**src/rtl/mul_wb_if.sv**
```systemverilog
// Register-file write port driven by the multiply writeback stage.
// Handshake: a write transfers on any clock edge where wr_valid && wr_ready; once raised, wr_valid, wr_sel and wr_data hold until that transfer.
interface mul_wb_if #(
  parameter int WORD_BITS = 30
);
  logic                 wr_valid;
  logic                 wr_ready;
  logic                 wr_sel;
  logic [WORD_BITS:0]   wr_data;

  modport master (output wr_valid, output wr_sel, output wr_data, input wr_ready);
  modport slave  (input wr_valid, input wr_sel, input wr_data, output wr_ready);
endinterface

```
**src/rtl/mul_wb.sv**
```systemverilog
// MIX MUL writeback: captures the product on mul_stop, writes rA (high word) then rX (low word),
// pulses done, and flags products that arrive while a writeback is still in flight.
module mul_wb #(
  parameter int WORD_BITS = 30,
  parameter int RA_SEL    = 0,
  parameter int RX_SEL    = 1
) (
  input  logic                   clk,
  input  logic                   rst_n,
  input  logic                   mul_stop,
  input  logic [2*WORD_BITS-1:0] mul_out,
  input  logic                   mul_sign,
  mul_wb_if.master               wr,
  output logic                   busy,
  output logic                   done,
  output logic                   zero,
  output logic                   overrun,
  input  logic                   clr_ovr,
  output logic [1:0]             state_dbg
);

  typedef enum logic [1:0] {IDLE = 2'd0, WR_A = 2'd1, WR_X = 2'd2, DONE = 2'd3} state_t;

  state_t                 state;
  logic [WORD_BITS-1:0]   lo_q;
  logic                   sgn_q;
  logic                   writing;

  assign state_dbg = state;
  assign writing   = (state == WR_A) || (state == WR_X);

  // The high word goes straight into wr_data at capture, so only the low word and sign need holding.
  always_ff @(posedge clk or negedge rst_n) begin
    if (!rst_n) begin
      state       <= IDLE;
      lo_q        <= '0;
      sgn_q       <= 1'b0;
      wr.wr_valid <= 1'b0;
      wr.wr_sel   <= 1'(RA_SEL);
      wr.wr_data  <= '0;
      busy        <= 1'b0;
      done        <= 1'b0;
      zero        <= 1'b0;
      overrun     <= 1'b0;
    end else begin
      done <= 1'b0;
      if (clr_ovr)
        overrun <= 1'b0;
      // Set after clear so a coincident overrun wins.
      if (mul_stop && writing)
        overrun <= 1'b1;

      case (state)
        IDLE, DONE: begin
          if (mul_stop) begin
            state       <= WR_A;
            lo_q        <= mul_out[WORD_BITS-1:0];
            sgn_q       <= mul_sign;
            zero        <= (mul_out == '0);
            wr.wr_valid <= 1'b1;
            wr.wr_sel   <= 1'(RA_SEL);
            wr.wr_data  <= {mul_sign, mul_out[2*WORD_BITS-1:WORD_BITS]};
            busy        <= 1'b1;
          end else begin
            state <= IDLE;
          end
        end
        WR_A: begin
          if (wr.wr_ready) begin
            state      <= WR_X;
            wr.wr_sel  <= 1'(RX_SEL);
            wr.wr_data <= {sgn_q, lo_q};
          end
        end
        WR_X: begin
          if (wr.wr_ready) begin
            state       <= DONE;
            wr.wr_valid <= 1'b0;
            busy        <= 1'b0;
            done        <= 1'b1;
          end
        end
        default: state <= IDLE;
      endcase
    end
  end

endmodule
```
**src/flat_wrapper.sv**
```systemverilog
// flat-port wrapper written by rule: the top's interface ports become plain ports
module mul_wb_flat 
#(
  parameter int WORD_BITS = 30,
  parameter int RA_SEL    = 0,
  parameter int RX_SEL    = 1
)
  (clk, rst_n, mul_stop, mul_out, mul_sign, busy, done, zero, overrun, clr_ovr, state_dbg, wr_wr_valid, wr_wr_sel, wr_wr_data, wr_wr_ready);
  mul_wb_if #(.WORD_BITS(WORD_BITS)) wr_i ();
  input  logic clk;
  input  logic rst_n;
  input  logic mul_stop;
  input  logic [2*WORD_BITS-1:0] mul_out;
  input  logic mul_sign;
  output logic busy;
  output logic done;
  output logic zero;
  output logic overrun;
  input  logic clr_ovr;
  output logic [1:0] state_dbg;
  output wire logic [$bits(wr_i.wr_valid)-1:0] wr_wr_valid;
  output wire logic [$bits(wr_i.wr_sel)-1:0] wr_wr_sel;
  output wire logic [$bits(wr_i.wr_data)-1:0] wr_wr_data;
  input wire logic [$bits(wr_i.wr_ready)-1:0] wr_wr_ready;
  assign wr_wr_valid = wr_i.wr_valid;
  assign wr_wr_sel = wr_i.wr_sel;
  assign wr_wr_data = wr_i.wr_data;
  assign wr_i.wr_ready = wr_wr_ready;
  mul_wb #(.WORD_BITS(WORD_BITS), .RA_SEL(RA_SEL), .RX_SEL(RX_SEL)) u_core (.clk(clk), .rst_n(rst_n), .mul_stop(mul_stop), .mul_out(mul_out), .mul_sign(mul_sign), .wr(wr_i), .busy(busy), .done(done), .zero(zero), .overrun(overrun), .clr_ovr(clr_ovr), .state_dbg(state_dbg));
endmodule
```
**config.mk**
```make
export PLATFORM = sky130hd
export DESIGN_NAME = mul_wb_flat
export DESIGN_NICKNAME = d
export VERILOG_FILES = /design/src/rtl/mul_wb_if.sv /design/src/rtl/mul_wb.sv /design/src/flat_wrapper.sv
export SDC_FILE = /design/constraint.sdc
export NUM_CORES = 1
export LEC_CHECK = 0
export CELL_PAD_IN_SITES_DETAIL_PLACEMENT = 1
export CELL_PAD_IN_SITES_GLOBAL_PLACEMENT = 1
export CORE_MARGIN = 2
export CORE_UTILIZATION = 36
export DETAILED_ROUTE_END_ITERATION = 12
export PLACE_DENSITY_LB_ADDON = 0.08
export SETUP_SLACK_MARGIN = 0.4
export SYNTH_ARGS = -nofsm -noshare
export SYNTH_HDL_FRONTEND = slang
export SYNTH_SLANG_ARGS = --single-unit
```
**constraint.sdc**
```tcl
create_clock -name clk -period 2.2 [get_ports clk]
set_clock_uncertainty 0.15 [all_clocks]
set_input_delay 0.44 -clock clk [delete_from_list [all_inputs] [get_ports clk]]
set_output_delay 0.44 -clock clk [all_outputs]
set_load 0.005 [all_outputs]
```
* After elaboration in Yosys (flattened, before gate mapping) *
Cells that the tools add are included.

storage, ports and cells
  flip-flop bits (word level) = 69
  output and inout bits = 39
  logic and storage cells = 44

operators by class
  equality and inequality tests = 6
  muxes and demuxes = 17
  reduce and logical (&&, ||, !) cells = 12

operator list
  kind                                            number
  2-to-1 mux 31 bit                               2
  case mux 31 bit (2 select lines)                1
  logical NOT 60 bit                              1
  2-to-1 mux 1 bit                                9
  inequality test 2 bit (second input constant)   3
  case mux 2 bit (3 select lines)                 1
  AND reduction 3 bit                             2
  nonzero test 2 bit                              3
  == test 2 bit (second input constant)           2
  2-to-1 mux 2 bit                                2
  case mux 1 bit (2 select lines)                 2
  AND reduction 2 bit                             2
  == test 2 x 1 -> 1 bit (second input constant)  1
  logical NOT 2 bit                               1
  OR reduction 2 bit                              1
  logical AND 1 bit                               1
  logical OR 1 bit                                1

* Logic depth before layout (Yosys ltp) *
Gate-level depths: netlist (run 1).

  word-level depth = 4
  depth in mapped cells = 7
  depth with buffers taken out = 5

* Least setup slack after synthesis (run 1) *
OpenSTA, ideal clock, no wires.

  path type = reg2reg
  start point = reg u_core.state[0] (netlist: u_core.state_dbg[0])
  end point = reg u_core.wr.wr_data[10]
  library setup time = 0.125 ns
  arrival = 1.635 ns
  slack = 0.290 ns
  stages on the path, launching flop included = 7
  period minus slack after synthesis = 1.910 ns
  path through = dfrtp_1 -> inv_1 -> ha_1 -> mux2i_1 -> a21oi_2 -> buf_6 -> mux2_2

on the way
  word-level cells in the longest chain between the ends = 4

RTL lines
  element                                                                       RTL line         text
  from (decl)                                                                   mul_wb.sv:24     state_t state;
  from (signal assigned)                                                        mul_wb.sv:35     state <= IDLE;
  from (signal assigned)                                                        mul_wb.sv:56     state <= WR_A;
  from (signal assigned)                                                        mul_wb.sv:65     state <= IDLE;
  == test 2 bit or logical NOT 2 bit (tied branches)                            mul_wb.sv:53     case (state)
  OR reduction 2 bit                                                            mul_wb.sv:53
  inequality test 2 bit (no source line) or nonzero test 2 bit (tied branches)  -
  AND reduction 3 bit (no source line)                                          -
  to (signal assigned)                                                          mul_wb.sv:62     wr.wr_data <= {mul_sign, mul_out[2*WORD_BITS-1:WORD_BITS]};
  to (signal assigned)                                                          mul_wb.sv:72     wr.wr_data <= {sgn_q, lo_q};
  to (decl)                                                                     mul_wb_if.sv:11  modport master (output wr_valid, output wr_sel, output wr_data, input wr_ready);

Several ways; a longest one is shown, not always the timed one.
A chain may end at the register's enable or synchronous reset.

* Worst setup path in the final report (run 1) *
  start point = reg u_core.state[0] (netlist: u_core.state_dbg[0])
  end point = reg u_core.wr.wr_data[20]

The elaborated chain is that of the path after synthesis.

==> results of run 1 <==
[Yosys cell counts, drive strengths merged]
library cell | count | area [µm²]
inv | 6 | 22.5
a22oi | 1 | 7.51
mux2 | 93 | 1050
o2bb2ai | 1 | 8.76
o21bai | 1 | 7.51
o22a | 1 | 8.76
and2 | 2 | 12.5
nor2b | 1 | 6.26
dfrtp | 69 | 1730
mux2i | 1 | 10.0
o21ai | 2 | 10.0
a21oi | 3 | 18.8
nand2 | 2 | 7.51
ha | 2 | 25.0
nor2 | 2 | 7.51
nand4 | 4 | 25.0
o22ai | 1 | 6.26
nor4 | 15 | 93.8
o41ai | 1 | 8.76
buf | 12 | 91.3
[layout by cell type, fill, tap and decap left out, types with 2 or more instances in the layout]
cell / instances
inv_1: 4
dfrtp_1: 67
nor4_1: 13
dlygate4sd2_1: 31
clkbuf_8: 10
buf_4: 17
mux2_4: 12
dfrtp_2: 2
mux2_2: 80
buf_12: 4
nor2_1: 2
clkinv_4: 2
dlymetal6s2s_1: 8
a21oi_1: 2
nand2_1: 2
ha_4: 2
nand4_1: 4
o21ai_0: 2
clkdlybuf4s50_1: 64
inv_2: 2
buf_6: 5
[power breakdown]
part | internal [mW] | leakage (nW) | total [mW] | switching [mW]
Sequential | 1.94 | 0.813 | 2.30 | 0.352
Clock | 0.557 | 0.0995 | 1.05 | 0.493
Combinational | 2.48 | 1.21 | 3.84 | 1.36
Total | 4.98 | 2.12 | 7.19 | 2.21
[logic make-up after synthesis]
logic type,count (synthesis),share of synthesized area
mux,94,0.335
flops,69,0.548
simple gates,26,0.0484
buf+inv,18,0.0361
compound gates,11,0.0242
fa+ha+maj,2,0.00794
[timing repair]
| action | 4_1_cts | 5_1_grt |
|---|---|---|
| setup endpoints to repair | 94 | 69 |
| buffers inserted | 10 | 2 |
| pin swaps | 2 | 0 |
| hold buffers | 1 | 0 |
| resized for setup | 50 | 18 |
| gates cloned | 1 | 1 |
| hold endpoints to repair | 21 | 0 |
[sequential cells by signal, summed over array words and instances, names as in the netlist]
name and cells:
u_core.wr.wr_data 31, u_core.lo_q 30, u_core.state_dbg 2, u_core.done 1, u_core.overrun 1, u_core.sgn_q 1, u_core.wr.wr_sel 1, u_core.wr.wr_valid 1
u_core.zero 1
[critical path: cells and delay by family, from the launching register on]
kind | cells | cell delay (ps)
DFF | 1 | 430
AOI/OAI and AO/OA | 1 | 200
muxes | 2 | 420
adders and majority gates | 1 | 290
buffers and inverters | 3 | 330
[metrics by stage]
step / util / instance area [µm²] / power [mW] / hold slack, ps / setup WS, ps
global placement: 0.511 / 4390 / 5.47 / 210 / -66.9
finish: 0.565 / 4860 / 7.19 / 342 / 243
CTS: 0.554 / 4760 / 6.98 / 351 / 263
floorplan: - / 3170 / 4.20 / -5.59 / 311
global route: 0.565 / 4860 / 7.64 / 374 / 173
detailed placement: 0.511 / 4390 / 5.57 / 209 / -74.0
[final cells by class]
cell class | count | area [µm²]
Clock buffer | 11 | 141
Clock inverter | 5 | 60.1
Fill cell | 860 | 3730
Inverter | 6 | 22.5
Multi-Input combinational cell | 133 | 1430
Sequential cell | 69 | 1730
Tap cell | 108 | 135
Timing Repair Buffer | 132 | 1340
[layer usage]
metal | vias to the layer above | global-route usage
li1 | 1078 | -
met1 | 1163 | 0.241
met2 | 66 | 0.305
met3 | 10 | 0.0446
met4 | 0 | 0.0673
met5 | - | 0
[final timing paths]
path,slack (ps),to,from
worst max-delay path,240,u_core.wr.wr_data[20],u_core.state_dbg[0]
worst min-delay path,340,u_core.zero,u_core.zero
worst max register to register,240,u_core.wr.wr_data[20],u_core.state_dbg[0]
worst min register to register,340,u_core.zero,u_core.zero
max in group asynchronous,960,u_core.lo_q[17],rst_n
min in group asynchronous,380,u_core.wr.wr_valid,rst_n
==> impl_metrics.env, run 1 <==
export IMPL_die_h_um=97.6
export IMPL_hold_violations=0
export IMPL_cts_root_buf="clkbuf_8"
export IMPL_dp_cells=433
export IMPL_wl_met1_um=3840
export IMPL_synthCells=220
export IMPL_setup_violations=0
export IMPL_ios=105
export IMPL_cap_violations=0
export IMPL_synth_seq_cells=69
export IMPL_start_util=0.367
export IMPL_routed_top_layer="met4"
export IMPL_grt_overflow=0
export IMPL_path_max_fanout=11
export IMPL_route_detailed_wl_per_inst_um=18.5
export IMPL_drtAntennaViolNets=0
export IMPL_die_area_mm2=0.00952
export IMPL_hold_depth=2
export IMPL_slowest_delay_ps=430
export IMPL_ir_worst_vdd_mv=0.572
export IMPL_critPathLaunchType="register"
export IMPL_numCtsBuffers=9
export IMPL_synth_area_per_cell_um2=14.3
export IMPL_rows=34
export IMPL_ys_types=24
export IMPL_clkTransAtPathRegs_ps=80
export IMPL_track_usage=0.186
export IMPL_path_cells="inv_2 -> ha_4 -> mux2i_4 -> a21oi_4 -> buf_6 -> buf_12 -> mux2_2"
export IMPL_final_cells=464
export IMPL_antenna_found_initial=0
export IMPL_max_slew_worst_pin_slew_ps=448
export IMPL_dp_hpwl_um=6100
export IMPL_grt_pass1_vias=2554
export IMPL_met3_length_um=402
export IMPL_layout_nets=419
export IMPL_met2WireLength_um=4200
export IMPL_syn2layout_area_growth_pct=54.1
export IMPL_cp_slowest_cell="dfrtp_2"
export IMPL_period_share=0.889
export IMPL_io_buffers=104
export IMPL_cts_htree_levels=3
export IMPL_synth_area_mm2=0.00315
export IMPL_slew_headroom=0.699
export IMPL_fmax_ghz=0.511
export IMPL_vias=2317
export IMPL_power_density_mw_per_mm2=1480
export IMPL_rsz0062_at_grt="true"
export IMPL_cts_sinks=69
export IMPL_ys_warn_count=0
export IMPL_cts_tree="yes"
export IMPL_first_pass_iters=3
export IMPL_crit_type="reg -> reg"
export IMPL_arrival_ps=2040
export IMPL_drc=0
export IMPL_slew_viol_final=0
export IMPL_drive_above_1_share=0.413
export IMPL_die_w_um=97.6
export IMPL_hold_path_class="reg -> reg"
export IMPL_ys_seq_area_frac=0.548
export IMPL_insertion_delay_ps=350
export IMPL_end_kind="register"
export IMPL_reg2regPathDepth=7
export IMPL_status="finished clean"
export IMPL_gp_congestion=0.755
export IMPL_fin_crit_ps=1960
export IMPL_drt_iter0_drc=38
export IMPL_synthesis_nets=288
export IMPL_crit_required_ps=2280
export IMPL_grt_max_degree=31
export IMPL_core_area_mm2=0.00859
export IMPL_antennaDiodeCount=0
export IMPL_routed_via_density=4.99
export IMPL_final_setup_tns_ps=0
export IMPL_cts_buffer_depth=2
export IMPL_wirelength_um=8580
export IMPL_grt_pass1_wl_um=13800
export IMPL_leakagePower_nw=2.12
Power figures use the tool's default switching activity.
==> inputs of run 2 (changes only) <==
CELL_PAD_IN_SITES_DETAIL_PLACEMENT = 0   (was 1)
CELL_PAD_IN_SITES_GLOBAL_PLACEMENT = 2   (was 1)
CORE_UTILIZATION = 30   (was 36)
==> run 2 against run 1 <==
  * Routed wire length is 1.2% higher
  * Register-to-register slack improved by 30 ps
  * Cell area grew 3.2%
  * Critical path type unchanged
  * Highest routed layer unchanged
==> impl_metrics.env, run 2 (synthesis gave the netlist of run 1 again) <==
export IMPL_route_detailed_wl_per_inst_um=17.5
export IMPL_insertion_delay_ps=340
export IMPL_switching_share=0.292
export IMPL_grt_overflow=0
export IMPL_drive_above_1_share=0.422
export IMPL_grt_pass1_vias=2470
export IMPL_slowest_delay_ps=420
export IMPL_hold_path_class="reg -> reg"
export IMPL_arrival_ps=2000
export IMPL_largest_reg_flops=31
export IMPL_top_register="u_core.wr.wr_data"
export IMPL_final_common_cell="mux2_2"
export IMPL_max_slew_worst_pin_slew_ps=612
export IMPL_place_area_mm2=0.00445
export IMPL_ios=105
export IMPL_antenna_found_initial=0
export IMPL_critPathLaunchType="register"
export IMPL_most_common_layout_cells="mux2_2, dfrtp_1, clkdlybuf4s50_1"
export IMPL_cts_sinks=69
export IMPL_numCtsBuffers=9
export IMPL_setup_violations=0
export IMPL_seqPwrFrac=0.303
export IMPL_gp_congestion=0.723
export IMPL_routed_via_density=4.64
export IMPL_path_max_fanout=10
export IMPL_antennaDiodeCount=0
export IMPL_worst_path_buf_inv=3
export IMPL_power_density_mw_per_mm2=1510
export IMPL_vias=2303
export IMPL_power_switching_mw=2.21
export IMPL_slew_headroom=0.592
export IMPL_end_kind="register"
export IMPL_wirelength_um=8690
export IMPL_ir_worst_vdd_mv=0.585
export IMPL_path_cells="buf_6 -> ha_4 -> mux2i_2 -> a21oi_4 -> buf_12 -> buf_12 -> mux2_2"
export IMPL_nFillCells=996
export IMPL_fmax_ghz=0.518
export IMPL_drc=0
export IMPL_dp_hpwl_um=6060
export IMPL_rows=37
export IMPL_final_area_mm2=0.00502
export IMPL_drt_iter0_drc=45
export IMPL_cp_slowest_cell="dfrtp_1"
export IMPL_leakagePower_nw=2.13
export IMPL_cts_root_buf="clkbuf_8"
export IMPL_clkPwrFrac=0.158
export IMPL_cts_tree="yes"
export IMPL_slew_viol_final=0
export IMPL_cts_htree_levels=3
export IMPL_layout_nets=423
export IMPL_cts_buffer_depth=2
export IMPL_fin_crit_ps=1930
export IMPL_period_share=0.877
export IMPL_clkTransAtPathRegs_ps=80
export IMPL_track_usage=0.159
export IMPL_first_pass_iters=4
export IMPL_whs_ps=354
export IMPL_syn2layout_area_growth_pct=59.2
export IMPL_combPwrFrac=0.540
export IMPL_die_area_mm2=0.0113
export IMPL_hold_violations=0
export IMPL_rrSetupSlack_ps=270
export IMPL_die_h_um=107
export IMPL_drtAntennaViolNets=0
export IMPL_core_area_mm2=0.0103
export IMPL_io_buffers=104
export IMPL_crit_top_cell="buf_12"
export IMPL_rsz0062_at_grt="true"
export IMPL_p_int_mw=5.34
export IMPL_crit_type="reg -> reg"
export IMPL_die_w_um=107
export IMPL_grt_max_degree=46
export IMPL_critPathTopFamily="multiplexers"
export IMPL_crit_required_ps=2270
export IMPL_status="finished clean"
export IMPL_grt_pass1_wl_um=13600
export IMPL_cap_violations=0
export IMPL_start_util=0.307
run 2: final cells by class:
| cell class | count | area (µm²) | share of cell area |
|---|---|---|---|
| sequential | 69 | 1730 | 0.344 |
| timing repair buffer | 136 | 1490 | 0.296 |
| multi-input combinational | 133 | 1380 | 0.274 |
| tap | 136 | 170 | 0.0339 |
| clock buffer | 11 | 151 | 0.0302 |
| clock inverter | 5 | 81.3 | 0.0162 |
| inverter | 6 | 22.5 | 0.00449 |
run 2: power groups by stage:
stage	combinational [mW]	clock [mW]	sequential, mW
after floorplan	1.94	0	2.25
after global placement	3.28	0	2.32
after detailed placement	3.31	0	2.33
after CTS	4.02	1.23	2.30
after global routing	4.38	1.28	2.38
final	4.07	1.19	2.29
run 2: timing repair:
action | in CTS | in global routing
pin swaps | 3 | 1
hold endpoints to repair | 44 | 0
endpoints found under the setup margin | 93 | 71
hold buffers | 1 | 0
setup buffers | 12 | 3
resized for setup | 47 | 13
gates cloned | 4 | 1
run 2: path summary, 6_finish.rpt:
path	endpoint	cells after the start	start
worst max-delay path	u_core.wr.wr_data[18]	7	u_core.state_dbg[0]
worst max register to register	u_core.wr.wr_data[18]	7	u_core.state_dbg[0]
min in group asynchronous	u_core.wr.wr_data[28]	2	rst_n
worst min-delay path	u_core.lo_q[18]	1	u_core.lo_q[18]
worst min register to register	u_core.lo_q[18]	1	u_core.lo_q[18]
max in group asynchronous	u_core.overrun	3	rst_n
run 2: routing by layer:
layer	share of wire	global-route usage	routed length, µm	vias up
li1	-	-	-	1079
met1	0.46	0.214	3960	1148
met2	0.48	0.251	4130	66
met3	0.055	0.0380	479	10
met4	0.012	0.0529	108	0
met5	0	0	0	-
run 2: stage by stage:
stage               total power [mW]  TNS (ps)  instances   util  setup slack (ps)
global route                    8.04         0        496  0.488               204
floorplan                       4.20         0        220      -               311
finish                          7.55         0        496  0.488               270
global placement                5.60     -44.0        459  0.433             -44.0
detailed placement              5.64     -20.8        459  0.433             -20.8
CTS                             7.56         0        492  0.480               287
